==> src/rtl/alu_pkg.sv <==
// Shared opcodes, FSM encoding and helpers for the ALU command sequencer.
// Imported by the sequencer top and its command FIFO.
package alu_pkg;

    localparam logic [3:0] OP_ADD  = 4'h0;
    localparam logic [3:0] OP_SUB  = 4'h1;
    localparam logic [3:0] OP_AND  = 4'h2;
    localparam logic [3:0] OP_OR   = 4'h3;
    localparam logic [3:0] OP_XOR  = 4'h4;
    localparam logic [3:0] OP_NOT  = 4'h5;
    localparam logic [3:0] OP_SHL  = 4'h6;
    localparam logic [3:0] OP_SHR  = 4'h7;
    localparam logic [3:0] OP_ASR  = 4'h8;
    localparam logic [3:0] OP_ROL  = 4'h9;
    localparam logic [3:0] OP_ROR  = 4'hA;
    localparam logic [3:0] OP_INC  = 4'hB;
    localparam logic [3:0] OP_DEC  = 4'hC;
    localparam logic [3:0] OP_MOVA = 4'hD;
    localparam logic [3:0] OP_SWAP = 4'hE;
    localparam logic [3:0] OP_LOAD = 4'hF;

    localparam int CMD_W = 12;

    typedef enum logic [1:0] {
        IDLE,
        ISSUE,
        SETTLE,
        RESP
    } state_t;

    // Opcodes 0x0..0xC return a value on the result port.
    function automatic logic has_result(input logic [3:0] op);
        return op <= OP_DEC;
    endfunction

endpackage

==> src/rtl/cmd_fifo.sv <==
// Synchronous {op, data} command FIFO with power-of-two depth.
// Head entry is visible combinationally on rdata.
module cmd_fifo
    import alu_pkg::*;
#(
    parameter int DEPTH = 4,
    parameter int W     = CMD_W,
    localparam int AW   = $clog2(DEPTH)
) (
    input  logic         clk,
    input  logic         reset_n,
    input  logic         push,
    input  logic [W-1:0] wdata,
    input  logic         pop,
    output logic [W-1:0] rdata,
    output logic         full,
    output logic         empty,
    output logic [AW:0]  count
);

    logic [W-1:0]  mem [DEPTH];
    logic [AW-1:0] wr_ptr;
    logic [AW-1:0] rd_ptr;
    logic          do_push;
    logic          do_pop;

    assign full    = count == (AW+1)'(DEPTH);
    assign empty   = count == '0;
    assign do_push = push && !full;
    assign do_pop  = pop && !empty;
    assign rdata   = mem[rd_ptr];

    always_ff @(posedge clk) begin
        if (do_push) mem[wr_ptr] <= wdata;
    end

    always_ff @(posedge clk or negedge reset_n) begin
        if (!reset_n) begin
            wr_ptr <= '0;
            rd_ptr <= '0;
            count  <= '0;
        end else begin
            if (do_push) wr_ptr <= wr_ptr + 1'b1;
            if (do_pop)  rd_ptr <= rd_ptr + 1'b1;
            if (do_push && !do_pop)      count <= count + 1'b1;
            else if (do_pop && !do_push) count <= count - 1'b1;
        end
    end

endmodule

==> src/rtl/alu_cmd_sequencer.sv <==
// Buffers ALU commands, issues each as a one-cycle enable pulse,
// waits the settle time and returns Y for value-producing opcodes.
module alu_cmd_sequencer
    import alu_pkg::*;
#(
    parameter int FIFO_DEPTH    = 4,
    parameter int SETTLE_CYCLES = 2
) (
    input  logic                        clk,
    input  logic                        reset_n,
    input  logic                        cmd_valid,
    output logic                        cmd_ready,
    input  logic [3:0]                  cmd_op,
    input  logic [7:0]                  cmd_data,
    output logic [3:0]                  alu_selector,
    output logic [7:0]                  alu_data_in,
    output logic                        alu_enable,
    input  logic [7:0]                  alu_y,
    output logic                        res_valid,
    input  logic                        res_ready,
    output logic [7:0]                  res_data,
    output logic [3:0]                  res_op,
    output logic [$clog2(FIFO_DEPTH):0] fifo_count,
    output logic                        busy
);

    localparam int CW = (SETTLE_CYCLES > 1) ? $clog2(SETTLE_CYCLES) : 1;

    state_t         state;
    state_t         state_n;
    logic           full;
    logic           empty;
    logic           push;
    logic           pop;
    logic [CMD_W-1:0] head;
    logic [3:0]     op_r;
    logic [7:0]     data_r;
    logic [CW-1:0]  cnt;
    logic           settle_done;

    assign cmd_ready    = !full;
    assign push         = cmd_valid && !full;
    assign pop          = (state == IDLE) && !empty;
    assign settle_done  = (state == SETTLE) && (cnt == '0);
    assign alu_enable   = state == ISSUE;
    assign alu_selector = op_r;
    assign alu_data_in  = data_r;
    assign busy         = (state != IDLE) || !empty;

    cmd_fifo #(
        .DEPTH (FIFO_DEPTH),
        .W     (CMD_W)
    ) u_fifo (
        .clk     (clk),
        .reset_n (reset_n),
        .push    (push),
        .wdata   ({cmd_op, cmd_data}),
        .pop     (pop),
        .rdata   (head),
        .full    (full),
        .empty   (empty),
        .count   (fifo_count)
    );

    always_comb begin
        state_n = state;
        unique case (state)
            IDLE:   if (!empty) state_n = ISSUE;
            ISSUE:  state_n = SETTLE;
            SETTLE: begin
                if (cnt == '0) state_n = has_result(op_r) ? RESP : IDLE;
            end
            RESP:   if (res_ready) state_n = IDLE;
            default: state_n = IDLE;
        endcase
    end

    always_ff @(posedge clk or negedge reset_n) begin
        if (!reset_n) state <= IDLE;
        else          state <= state_n;
    end

    // Selector/data only move on a pop, so they hold until the next issue.
    always_ff @(posedge clk or negedge reset_n) begin
        if (!reset_n) begin
            op_r      <= '0;
            data_r    <= '0;
            cnt       <= '0;
            res_valid <= 1'b0;
            res_data  <= '0;
            res_op    <= '0;
        end else begin
            if (pop) begin
                op_r   <= head[11:8];
                data_r <= head[7:0];
            end
            if (state == ISSUE)
                cnt <= CW'(SETTLE_CYCLES - 1);
            else if (state == SETTLE && cnt != '0)
                cnt <= cnt - 1'b1;
            if (settle_done && has_result(op_r)) begin
                res_valid <= 1'b1;
                res_data  <= alu_y;
                res_op    <= op_r;
            end else if (state == RESP && res_ready) begin
                res_valid <= 1'b0;
            end
        end
    end

endmodule
==> config.mk <==
export PLATFORM = sky130hd
export DESIGN_NAME = alu_cmd_sequencer
export DESIGN_NICKNAME = d
export VERILOG_FILES = /design/src/rtl/alu_pkg.sv /design/src/rtl/cmd_fifo.sv /design/src/rtl/alu_cmd_sequencer.sv
export SDC_FILE = /design/constraint.sdc
export NUM_CORES = 1
export LEC_CHECK = 0
export ABC_CLOCK_PERIOD_IN_PS = 2500
export BUFFER_PORTS_ARGS = -buffer_cell sky130_fd_sc_hd__buf_4
export CELL_PAD_IN_SITES_DETAIL_PLACEMENT = 1
export CELL_PAD_IN_SITES_GLOBAL_PLACEMENT = 1
export CORE_MARGIN = 5
export CORE_UTILIZATION = 35
export DETAILED_ROUTE_END_ITERATION = 12
export PLACE_DENSITY = 0.67
export SYNTH_ARGS = -nofsm -noshare
export SYNTH_HDL_FRONTEND = slang
export SYNTH_SLANG_ARGS = --single-unit
==> constraint.sdc <==
create_clock -name clk -period 2.5 [get_ports clk]
set_clock_uncertainty 0.15 [all_clocks]
set_input_delay 0.125 -clock clk [delete_from_list [all_inputs] [get_ports clk]]
set_output_delay 0.125 -clock clk [all_outputs]
set_load 0.005 [all_outputs]
# Word-level counts from Yosys, hierarchy flattened
# Memories as Yosys holds them, arrays and structs flattened. A register that Yosys moved wholly into a read port is not among the register bits.
# Cells that the tools add are included.
[classes]
n_eq_ne = 7
reduce_logical = 23
muxes = 13
addsub = 5
bitwise_logic = 1
magnitude_cmp = 1
[ops]
columns = ["operator", "count"]
rows = [
  ["1-bit logical AND", 10],
  ["2-bit 2-to-1 mux", 4],
  ["2-bit one-hot mux with 4 select lines", 1],
  ["2-bit nonzero test", 4],
  ["1-bit 2-to-1 mux", 6],
  ["3-bit 2-to-1 mux", 2],
  ["2-bit != test, second input constant", 3],
  ["1-bit logical NOT", 5],
  ["2-bit by 1-bit adder with 2-bit output, second input constant", 2],
  ["2-bit == test, second input constant", 2],
  ["4-bit less-or-equal comparator, second input constant", 1],
  ["3-bit by 1-bit adder with 3-bit output, second input constant", 1],
  ["3-bit == test, second input constant", 1],
  ["3-bit logical NOT", 1],
  ["3-bit AND reduction", 1],
  ["3-bit by 1-bit subtractor with 3-bit output, second input constant", 1],
  ["2-bit by 1-bit == test with 1-bit output, second input constant", 1],
  ["2-bit logical NOT", 1],
  ["1-bit logical OR", 1],
  ["1-bit NOT", 1],
  ["1-bit subtractor, second input constant", 1],
]
[word_totals]
ff_bits = 23
ram_bits = 48
output_inout_bits = 31
elab_cells = 59
memories = 1
[memory_table]
columns = ["memory", "depth", "word_bits", "read_ports", "rd_clocked_by_memory_dff", "wr", "line", "rtl"]
rows = [
  ["u_fifo.mem", 4, 12, 1, 1, 1, "cmd_fifo.sv:21", "logic [W-1:0] mem [DEPTH];"],
]

# Logic depth before layout (Yosys ltp)
[logic_depth]
ltp_word = 8
depth_mapped = 10
depth_no_buf = 8

# Hierarchy
# From an unflattened synthesis, not the netlist that was laid out.
[unflattened]
cells_unflattened = 171
area_unflattened_um2 = 3304.4
[modules_own_cells]
columns = ["mod", "cells_each", "instances", "area_each_um2"]
rows = [
  ["cmd_fifo", 99, 1, 2164.6],
  ["alu_cmd_sequencer", 72, 1, 1139.8],
]

# Least setup slack after synthesis
# No wires, ideal clock.
[synth_timing]
path_kind = "reg2reg"
from = "register u_fifo.count[1]"
to = "register u_fifo.count[2]"
setup_ps = 79
period_less_slack_ps = 2353
path_stages_with_launch = 10
required_ps = 2271
n_path_buf = 1
setup_slack_ps = 147
arrival_time_ps = 2124
path_cell_list = "dfrtp_1 > or3_4 > nand2_1 > buf_6 > ha_1 > inv_1 > fa_1 > xor2_1 > nor2_1 > xor2_1"
[synth_between]
elab_chain_len = 7
word_cells_on_any_way = 17
[synth_lines]
columns = ["item", "line", "rtl"]
rows = [
  ["start, declared", "cmd_fifo.sv:18", "output logic [AW:0] count"],
  ["start signal, assigned", "cmd_fifo.sv:45", "if (do_push && !do_pop) count <= count + 1'b1;"],
  ["start signal, assigned", "cmd_fifo.sv:46", "else if (do_pop && !do_push) count <= count - 1'b1;"],
  ["branches (longest 7 deep; another with 3-bit by 1-bit subtractor with 3-bit output)", "-", ""],
]
# Several ways; the timed one is not identified. The select of a mux whose other input is x is not followed.
# A chain may end at the register's enable or synchronous reset.

# Worst setup path after layout
# Same ends and word-level chain as after synthesis.

==> summary.md <==
| Metric | Value |
|---|---|
| Initial Util | `0.356` |
| Final period utilization | `0.905` |
| Post-synth top area share | `0.443` |
| CTS Buf Count | `9` |
| Number of routed nets with antenna violations | `0` |
| FF-to-FF path depth | `8` |
| Async SR Flop Fraction | `0.422` |
| Drt via density | `4.71` |
| Post-CTS sizing | `0` |
| Primary FF master, synth | `edfxtp_1` |
| Io pins | `55` |
| Die ar. | `about 0.011 sq mm` |
| Area Growth Syn to Fin | `30.1%` |
| CTS Hold Bufs | `22` |
| Hold Worst Slack | `126 ps` |
| Residual DRC | `0` |
| Syn Area/Cell | `roughly 19 sq um` |
| H-tree Lvls | `3` |
| Critical path class | `flip-flop to flip-flop` |
| Final wirelength | `6200 um` |
| Number of antenna cells inserted | `0` |
| Pins Over Slew Limit | `0` |
| Worst-path clk slew | `about 80 ps` |
| LEAKAGE | `1.69 nW` |
| Nets | `288` |
| Initial DRC count | `27` |
| Headroom to the max-slew limit | `0.586` |
| Top post-synthesis cells by area | `edfxtp_1 (44%), dfrtp_1 (27%), mux2_2 (8.3%)` |
| CP endpoint kind | `flip-flop` |
| Most frequent cell after synthesis | `edfxtp_1` |
| Data arrival, critical path | `approximately 2400 ps` |
| Post-CTS Setup Bufs | `0` |
| Post-synthesis cell area | `approximately 0.0033 sq mm` |
| Largest area contributor in the synthesized netlist | `edfxtp_1` |
| # setup viols final | `0` |
| Final GP Congestion | `0.679` |
| GRT Util Overall | `0.117` |
| Fmax | `0.442 GHz` |
| Commonest cells in the netlist | `edfxtp_1 (48), dfrtp_1 (35), mux2_2 (24)` |
| Die width | `106 um` |
| Sink Count | `83` |
| Share of cells above drive strength 1 | `0.414` |
| Setup TNS | `0 ps` |
| Gate Count Post-Synth | `170` |
| Die height | `106 um` |
| Peak supply drop | `0.441 mV` |
| Antenna violations before repair | `0` |
| DR vias | `around 1800` |
| Hpwl dp | `4030 um` |
| Num rows | `35` |
| First-pass GRT wire length | `10100 um` |
| Synth unique cells | `32` |
| Vias in the first global route | `1984` |
| Final hold vios | `0` |
| CP max FO | `5` |
| Slew @ Worst Pin | `a little over 600 ps` |
| CP Launch Type | `flip-flop` |
| Seq/Total Area, Yosys | `0.712` |
| Number of synthesized flops with an enable pin | `48` |
| RSZ-0062 raised after global routing | `false` |
| Largest net degree at the start of global routing | `36` |
| Clock buffer depth | `2` |
| Worst Hold Class | `input port to asynchronous set/reset pin` |
| Pwr/cell area | `between 1000 and 1500 mW/mm^2` |
| Total core area | `0.00915 sq mm` |
| PortBufs | `54` |
| Worst-Skew Late Latency | `approximately 340 ps` |
| Tmin final | `2260 ps` |
| Outcome | `finished, final reports clean` |
| Setup WS pre-CTS | `236 ps` |
| #FFs+latches synth | `83` |
| Syn nets | `200` |
| CTS tree | `yes` |
| PnR worst setup slack | `237 ps` |
| Worst path required time | `2620 ps` |
| Remaining Overflow, GRT | `0` |
| Clock root buffer | `clkbuf_8` |
| # fillers | `895` |
| Synth Warn # | `0` |
| Max-cap viol count | `0` |
| 1st-pass router iterations | `4` |
| Utilization after layout | `0.463` |
| WL/cell | `between 15 and 20 um` |
==> power by group <==
part	internal (mW)	switching, mW
clock network	0.562	0.453
registers	1.93	0.303
logic	1.05	0.685
total	3.54	1.44
==> path summary, 6_finish.rpt <==
path,startpoint,end,slack (ps)
max in group asynchronous,reset_n,alu_data_in[0],1750
min,reset_n,res_data[1],130
min reg2reg,res_data[1],res_data[1],340
max,u_fifo.count[1],u_fifo.count[2],240
min in group clk,cmd_valid,u_fifo.wr_ptr[0],180
max reg2reg,u_fifo.count[1],u_fifo.count[2],240
==> cell families after synthesis <==
kind of cell | synth area share
multiplexers | 0.178
AO/OA/AOI/OAI | 0.0135
XOR/XNOR | 0.0161
buffers and inverters | 0.0215
AND/OR/NAND/NOR | 0.0342
adder cells (fa/ha/maj) | 0.0254
flip-flops | 0.712
==> cells in the final DEF, fill, tap and decap left out, types with 2 or more instances in the layout <==
cell type | Yosys | final
xnor2_1 | 4 | 4
dfrtp_1 | 35 | 35
clkbuf_8 | 0 | 9
clkbuf_1 | 0 | 2
bufinv_16 | 0 | 2
mux2_1 | 2 | 2
ha_1 | 5 | 5
dlygate4sd3_1 | 0 | 22
and2_1 | 4 | 4
inv_1 | 4 | 4
xor2_1 | 2 | 2
nor2_1 | 5 | 5
mux4_2 | 8 | 8
mux4_1 | 4 | 4
mux2_2 | 24 | 24
buf_4 | 1 | 62
edfxtp_1 | 48 | 48
nand2_1 | 4 | 4
clkinv_2 | 0 | 2
==> layout make-up <==
type / instances / area [sq um] / area share
timing repair buffer: 84 / 686 / 0.162
multi-input combinational: 76 / 868 / 0.205
inverter: 4 / 15.0 / 0.00355
sequential: 83 / 2320 / 0.547
clock buffer: 11 / 131 / 0.0310
tap: 111 / 139 / 0.0328
clock inverter: 5 / 78.8 / 0.0186
==> routing by layer <==
| metal | vias up | routed length [um] | share of wire | track usage |
|---|---|---|---|---|
| li1 | 814 | - | - | - |
| met1 | 887 | 2640 | 0.43 | 0.135 |
| met2 | 53 | 3120 | 0.50 | 0.202 |
| met3 | 6 | 398 | 0.064 | 0.0437 |
| met4 | 0 | 42 | 0.0068 | 0.0356 |
| met5 | - | 0 | 0 | 0 |
==> per-stage QoR <==
step | cell area, sq um | power (mW) | cells
3_5_place_dp | 3800 | 4.02 | 336
2_1_floorplan | 3260 | 3.29 | 170
5_1_grt | 4240 | 5.32 | 374
3_3_place_gp | 3800 | 3.95 | 336
6_report | 4240 | 4.98 | 374
4_1_cts | 4240 | 5.09 | 374
==> registers in the layout (all words and copies together), names as in the netlist, 3 cells and up <==
| register | cells |
|---|---|
| u_fifo.mem | 48 |
| alu_data_in | 8 |
| res_data | 8 |
| alu_selector | 4 |
| res_op | 4 |
| u_fifo.count | 3 |
==> worst max-delay path, stage by stage, from the launching register on <==
cell	delay, ps
dfrtp_1	450
or3_4	430
nand2_1	110
ha_1	180
inv_1	60
fa_1	380
xor2_1	150
nor2_1	130
xor2_1	150
Power figures use the tool's default switching activity.
